**config.mk**
```make
export PLATFORM = sky130hd
export DESIGN_NAME = hazard_ctrl
export DESIGN_NICKNAME = d
export VERILOG_FILES = /design/src/rtl/hazard_ctrl.sv
export SDC_FILE = /design/constraint.sdc
export NUM_CORES = 1
export LEC_CHECK = 0
export ABC_AREA = 0
export CAP_MARGIN = 0
export CORE_ASPECT_RATIO = 0.8
export CORE_MARGIN = 4
export CORE_UTILIZATION = 45
export DETAILED_ROUTE_END_ITERATION = 8
export DONT_BUFFER_PORTS = 1
export GPL_TIMING_DRIVEN = 1
export PLACE_DENSITY_LB_ADDON = 0.3
export SLEW_MARGIN = 5
export SYNTH_ARGS = -nofsm -noshare
export SYNTH_HDL_FRONTEND = slang
export SYNTH_HIERARCHICAL = 1
export SYNTH_SLANG_ARGS = --single-unit
```
**constraint.sdc**
```tcl
create_clock -name clk -period 2.49 [get_ports clk]
set_clock_uncertainty 0.2 [all_clocks]
set_input_delay 0.6225 -clock clk [delete_from_list [all_inputs] [get_ports clk]]
set_output_delay 0.6225 -clock clk [all_outputs]
set_load 0.02 [all_outputs]
```
**src/rtl/hazard_ctrl.sv**
```systemverilog
// Hazard controller for the 5-stage MIPS pipeline: stall/flush generation,
// execute/decode forwarding selects, and multicycle mult/div busy tracking.

module hc_fwd_sel (
  input  logic [4:0] src_E,
  input  logic [4:0] src_D,
  input  logic [4:0] write_reg_M,
  input  logic [4:0] write_reg_W,
  input  logic       reg_write_M,
  input  logic       reg_write_W,
  output logic [1:0] fwd_E,
  output logic       fwd_D
);
  logic w_m_hit_E, w_w_hit_E;

  // $zero is hardwired, so a write to it is never a real producer
  assign w_m_hit_E = reg_write_M && (src_E != 5'd0) && (write_reg_M == src_E);
  assign w_w_hit_E = reg_write_W && (src_E != 5'd0) && (write_reg_W == src_E);

  always_comb begin
    fwd_E = 2'b00;
    if (w_m_hit_E)      fwd_E = 2'b10;
    else if (w_w_hit_E) fwd_E = 2'b01;
  end

  assign fwd_D = reg_write_M && (src_D != 5'd0) && (write_reg_M == src_D);
endmodule

module hazard_ctrl #(
  parameter int MD_LATENCY = 4
) (
  input  logic       clk,
  input  logic       rst,
  input  logic [4:0] rs_D,
  input  logic [4:0] rt_D,
  input  logic [4:0] rs_E,
  input  logic [4:0] rt_E,
  input  logic [4:0] write_reg_E,
  input  logic [4:0] write_reg_M,
  input  logic [4:0] write_reg_W,
  input  logic       reg_write_E,
  input  logic       reg_write_M,
  input  logic       reg_write_W,
  input  logic       mem_to_reg_E,
  input  logic       mem_to_reg_M,
  input  logic       branch_D,
  input  logic       pc_src_D,
  input  logic       md_start_D,
  input  logic       md_start_E,
  input  logic       hilo_read_D,
  output logic       stall_pc,
  output logic       stall_f2d,
  output logic       flush_f2d,
  output logic       flush_d2e,
  output logic       forward_a_D,
  output logic       forward_b_D,
  output logic [1:0] forward_a_E,
  output logic [1:0] forward_b_E,
  output logic       md_busy,
  output logic       hilo_we
);
  typedef enum logic {S_IDLE, S_BUSY} md_state_t;

  localparam logic [3:0] CNT_INIT = 4'(MD_LATENCY - 1);

  md_state_t        r_state, w_state_nxt;
  logic [3:0]       r_cnt, w_cnt_nxt;
  logic             w_hilo_we;

  logic [1:0][4:0]  w_src_E, w_src_D;
  logic [1:0][1:0]  w_fwd_E;
  logic [1:0]       w_fwd_D;

  logic             w_hit_E, w_hit_M;
  logic             w_lw_stall, w_br_stall, w_md_stall, w_stall;
  logic             w_busy;

  // index 0 = operand A (rs), index 1 = operand B (rt)
  assign w_src_E = {rt_E, rs_E};
  assign w_src_D = {rt_D, rs_D};

  for (genvar g = 0; g < 2; g++) begin : g_op
    hc_fwd_sel u_sel (
      .src_E       (w_src_E[g]),
      .src_D       (w_src_D[g]),
      .write_reg_M (write_reg_M),
      .write_reg_W (write_reg_W),
      .reg_write_M (reg_write_M),
      .reg_write_W (reg_write_W),
      .fwd_E       (w_fwd_E[g]),
      .fwd_D       (w_fwd_D[g])
    );
  end

  assign w_hit_E = (write_reg_E != 5'd0) && ((write_reg_E == rs_D) || (write_reg_E == rt_D));
  assign w_hit_M = (write_reg_M != 5'd0) && ((write_reg_M == rs_D) || (write_reg_M == rt_D));

  assign w_busy     = (r_state == S_BUSY);
  assign w_lw_stall = mem_to_reg_E && w_hit_E;
  assign w_br_stall = branch_D && ((reg_write_E && w_hit_E) || (mem_to_reg_M && w_hit_M));
  assign w_md_stall = w_busy && (hilo_read_D || md_start_D);
  assign w_stall    = w_lw_stall || w_br_stall || w_md_stall;

  always_ff @(posedge clk or negedge rst) begin
    if (!rst) begin
      r_state <= S_IDLE;
      r_cnt   <= 4'd0;
    end else begin
      r_state <= w_state_nxt;
      r_cnt   <= w_cnt_nxt;
    end
  end

  // An issue while BUSY cannot be legal (md_stall holds it in decode), so it is dropped
  always_comb begin
    w_state_nxt = r_state;
    w_cnt_nxt   = r_cnt;
    w_hilo_we   = 1'b0;
    case (r_state)
      S_IDLE: begin
        if (md_start_E) begin
          w_state_nxt = S_BUSY;
          w_cnt_nxt   = CNT_INIT;
        end
      end
      S_BUSY: begin
        if (r_cnt != 4'd0) begin
          w_cnt_nxt = r_cnt - 4'd1;
        end else begin
          w_hilo_we   = 1'b1;
          w_state_nxt = S_IDLE;
        end
      end
      default: w_state_nxt = S_IDLE;
    endcase
  end

  // Outputs are forced low throughout reset, independent of inputs
  assign stall_pc    = rst && w_stall;
  assign stall_f2d   = rst && w_stall;
  assign flush_d2e   = rst && w_stall;
  assign flush_f2d   = rst && pc_src_D && !w_stall;
  assign forward_a_D = rst && w_fwd_D[0];
  assign forward_b_D = rst && w_fwd_D[1];
  assign forward_a_E = rst ? w_fwd_E[0] : 2'b00;
  assign forward_b_E = rst ? w_fwd_E[1] : 2'b00;
  assign md_busy     = rst && w_busy;
  assign hilo_we     = rst && w_hilo_we;
endmodule

```
==> metrics.md, run 1 <==
| Metric | Value |
|---|---|
| CTS root buffer | clkbuf_4 |
| Drt first pass iters | 4 |
| FP Rows | 15 |
| Share of power burned in registers | 27.9% |
| CTS Buffer Depth | 2 |
| Clock slew at reported path FFs | 40 ps |
| Slowest stage delay, CP | 530 ps |
| Post-synthesis cell area | 1040 um^2 |
| Vias in the first global route | 1040 |
| Largest net degree at the start of global routing | 11 |
| Asr flop ratio synth | 100% |
| ANT cells | 0 |
| Worst r2r dst | r_cnt[0] |
| Dominant synthesized flop cell | dfrtp_1 |
| Total of warnings raised by yosys | 6 |
| Number of distinct library cells after synthesis | 32 |
| Clk pwr share | 16.7% |
| Worst setup EP type | primary output |
| Hold Path Depth | 1 |
| Final TNS setup | -25.1 ps |
| Crit path DAT | 1680 ps |
| DP HPWL | 2.33 mm |
| First-pass GRT wire length | 4.43 mm |
| Routed Antenna Nets | 0 |
| Status | complete, but fails checks |
| Die X | 61.8 um |
| Hold path start | md_start_E |
| Sequential fraction of the synthesis area | 12.0% |
| Cell depth of the worst flop-to-flop path | 6 |
| Post-CTS Setup Bufs | 0 |
| H-Tree Depth | 1 |
| Gr usage total | 18.1% |
| Routed vias/inst | 5.85 |
| Die area | 3150 um^2 |
| Slew @ Worst Pin | 338 ps |
| Clock sink count | 5 |
| Syn avg cell area | 7.60 um^2 |
| Setup violators final | 3 |
| Internal power | 0.346 mW |
| CP Cell Sequence | or4_4 > o2111ai_4 > a31oi_4 > buf_12 |
| Worst-path fanout max | 7 |
| Critical path class | input port to primary output |
| Min Clock Period, post-route | 2500 ps |
| Core Footprint | 2180 um^2 |
| Net Count, Synth | 185 |
| Power Density | 479 nW/um^2 |
| Layout cells sized above 1 | 12.1% |
| Post-route worst setup slack | -8.54 ps |
| Failing checks | negative setup slack |
| Max Slew Vio Count | 0 |
| Grt ovf | 0 |
| Sw frac | 38.3% |
| Reg-to-reg slack, setup | 770 ps |
| Hold Path End | r_cnt[2] |
| Hold Vio Cnt, Final | 0 |
| Top Family by Delay on Critical Path | simple AND/OR/NAND/NOR gates |
| WP buf/inv | 1 |
| Unrepaired setup endpoints after global routing | true |
| Max frequency | 400 MHz |
| Port bufs | 0 |
| Drt drc | 0 |
| EDFF count, synth | 0 |
| Die Span Y | 51.0 um |
| Pleak | 0.423 nW |
| Proportion of power drawn by combinational gates | 55.4% |
| Hold Path Class | input port to flip-flop |
| IO Pins | 59 |
| Worst-Skew Late Latency | 240 ps |
| CP Launch Type | input port |
| DRT Wirelength | 2.77 mm |
| Total of max-cap violations | 0 |
| Antenna violations before repair | 0 |
| CTS tree | yes |
| Synthesis-to-layout area growth | 12.4% |
| Worst VDD drop | 0.507 mV |
| Iter 0 DRT Violations | 62 |
| Num CTS Buffers | 3 |
| Slew HR | 76.9% |
| Reg-to-Reg Start | r_cnt[0] |
| Fin crit share | 100% |
| Total power | 0.560 mW |
| Nets | 189 |
| RD Place Congestion | 0.817 |
| Post-synthesis cell count | 137 |
| Worst Path Required | 1670 ps |
| Worst path slowest cell | or4_4 |
| Initial core utilization | 47.8% |
| Psw | 0.214 mW |
| Drt wl/cell | 16.8 um |
| Yosys reg bits | 5 |
| Via count | 966 |
routing by layer:
metal	track usage (%)	routed length, um	vias up
met5	0	0	-
met4	3.53	12	0
met3	5.81	223	2
met2	32.8	1410	39
met1	20.2	1120	446
li1	-	-	479
state kept, by name (all words and copies together), names as in the netlist:
signal,flops
r_state,1
r_cnt,4
through the flow:
stage	instances	util [%]	instance area, um^2	hold WS (ps)	setup WS, ps
2_1_floorplan	137	-	1090	127	-60.6
3_3_place_gp	160	51.2	1110	127	-49.7
3_5_place_dp	160	51.2	1110	127	-53.7
4_1_cts	165	53.2	1160	279	-31.9
5_1_grt	165	53.7	1170	269	-56.5
6_report	165	53.7	1170	282	-8.54
repair_timing:
item                                    4_1_cts  5_1_grt
endpoints found under the setup margin        4        5
pin swaps                                     1        3
endpoints found under the hold margin         5        0
hold buffers                                  1        0
gates resized for setup                       2        4
layout by cell type (no fill, tap or decap), types with 2 or more instances in the layout:
master    count
nand4_1       2
xnor2_1      29
o21ai_0       5
dfrtp_1       5
nor4_1        4
clkbuf_4      3
nor3_1        6
and3b_1       2
nand2b_1      2
nand2_1      10
or2_2         2
and4_1        2
or4_1         2
nand3_1       4
and2_4        2
buf_4         2
and2_1        8
xor2_1       18
a21oi_1       4
inv_1         3
nor2_1        4
how the worst max path moves through the flow:
stage	from	endpoint	slack (ps)	cells after the start
final	write_reg_M[1]	stall_f2d	-9	4
after floorplan	write_reg_M[1]	stall_f2d	-60	4
after detailed placement	write_reg_M[1]	flush_f2d	-50	3
after global placement	write_reg_M[1]	flush_f2d	-50	3
after CTS	write_reg_M[1]	stall_f2d	-30	4
after global routing	write_reg_M[1]	flush_d2e	-60	4
worst reg2reg max path, cell delays in order, from the launching register on:
cell,delay [ps]
dfrtp_1,400
inv_1,70
ha_1,190
nor3b_1,280
buf_4,180
a21oi_1,70
o22a_1,210
cell usage after synthesis (all sizes together), types with 3 or more instances:
| cell type | count | share of area (%) |
|---|---|---|
| nand3 | 4 | 1.9 |
| a21oi | 4 | 1.9 |
| and2 | 10 | 6.0 |
| dfrtp | 5 | 12 |
| or4 | 3 | 2.2 |
| nor4 | 4 | 2.4 |
| buf | 4 | 2.9 |
| xnor2 | 30 | 25 |
| nor3 | 6 | 2.9 |
| o21ai | 6 | 2.9 |
| nor2 | 5 | 1.8 |
| xor2 | 18 | 15 |
| inv | 3 | 1.1 |
| nand2 | 10 | 3.6 |
cells by family (layout without fill, tap and decap cells):
kind of cell / Yosys count / count (layout) / share of synthesized area, %
xor+xnor: 48 / 48 / 40.4
fa+ha+maj: 1 / 1 / 1.20
flops: 5 / 5 / 12.0
compound gates: 18 / 18 / 10.8
simple gates: 56 / 56 / 30.3
buf+inv: 8 / 11 / 4.33
mux: 1 / 1 / 0.962
layout make-up:
cell class	count	area, um^2
timing repair buffer	4	45.0
tap	25	31.3
clock buffer	4	26.3
sequential	5	125
fill	211	1010
multi-input combinational	124	931
inverter	3	11.3
power groups by stage:
stage / Sequential (mW) / Combinational (mW) / Clock (mW)
floorplan: 0.138 / 0.268 / 0
global placement: 0.154 / 0.292 / 0
detailed placement: 0.157 / 0.305 / 0
CTS: 0.156 / 0.311 / 0.0961
global route: 0.163 / 0.350 / 0.108
finish: 0.156 / 0.310 / 0.0937
No activity file was read; power rests on OpenSTA's default activity.
==> run 2, diff against run 1 <==
--- a/config.mk
+++ b/config.mk
@@ -5,7 +5,6 @@
 export SDC_FILE = /design/constraint.sdc
 export NUM_CORES = 1
 export LEC_CHECK = 0
-export ABC_AREA = 0
 export CAP_MARGIN = 0
 export CORE_ASPECT_RATIO = 0.8
 export CORE_MARGIN = 4
==> results of run 2 <==
No change in the layout: final DEF, timing and power equal those of run 1.
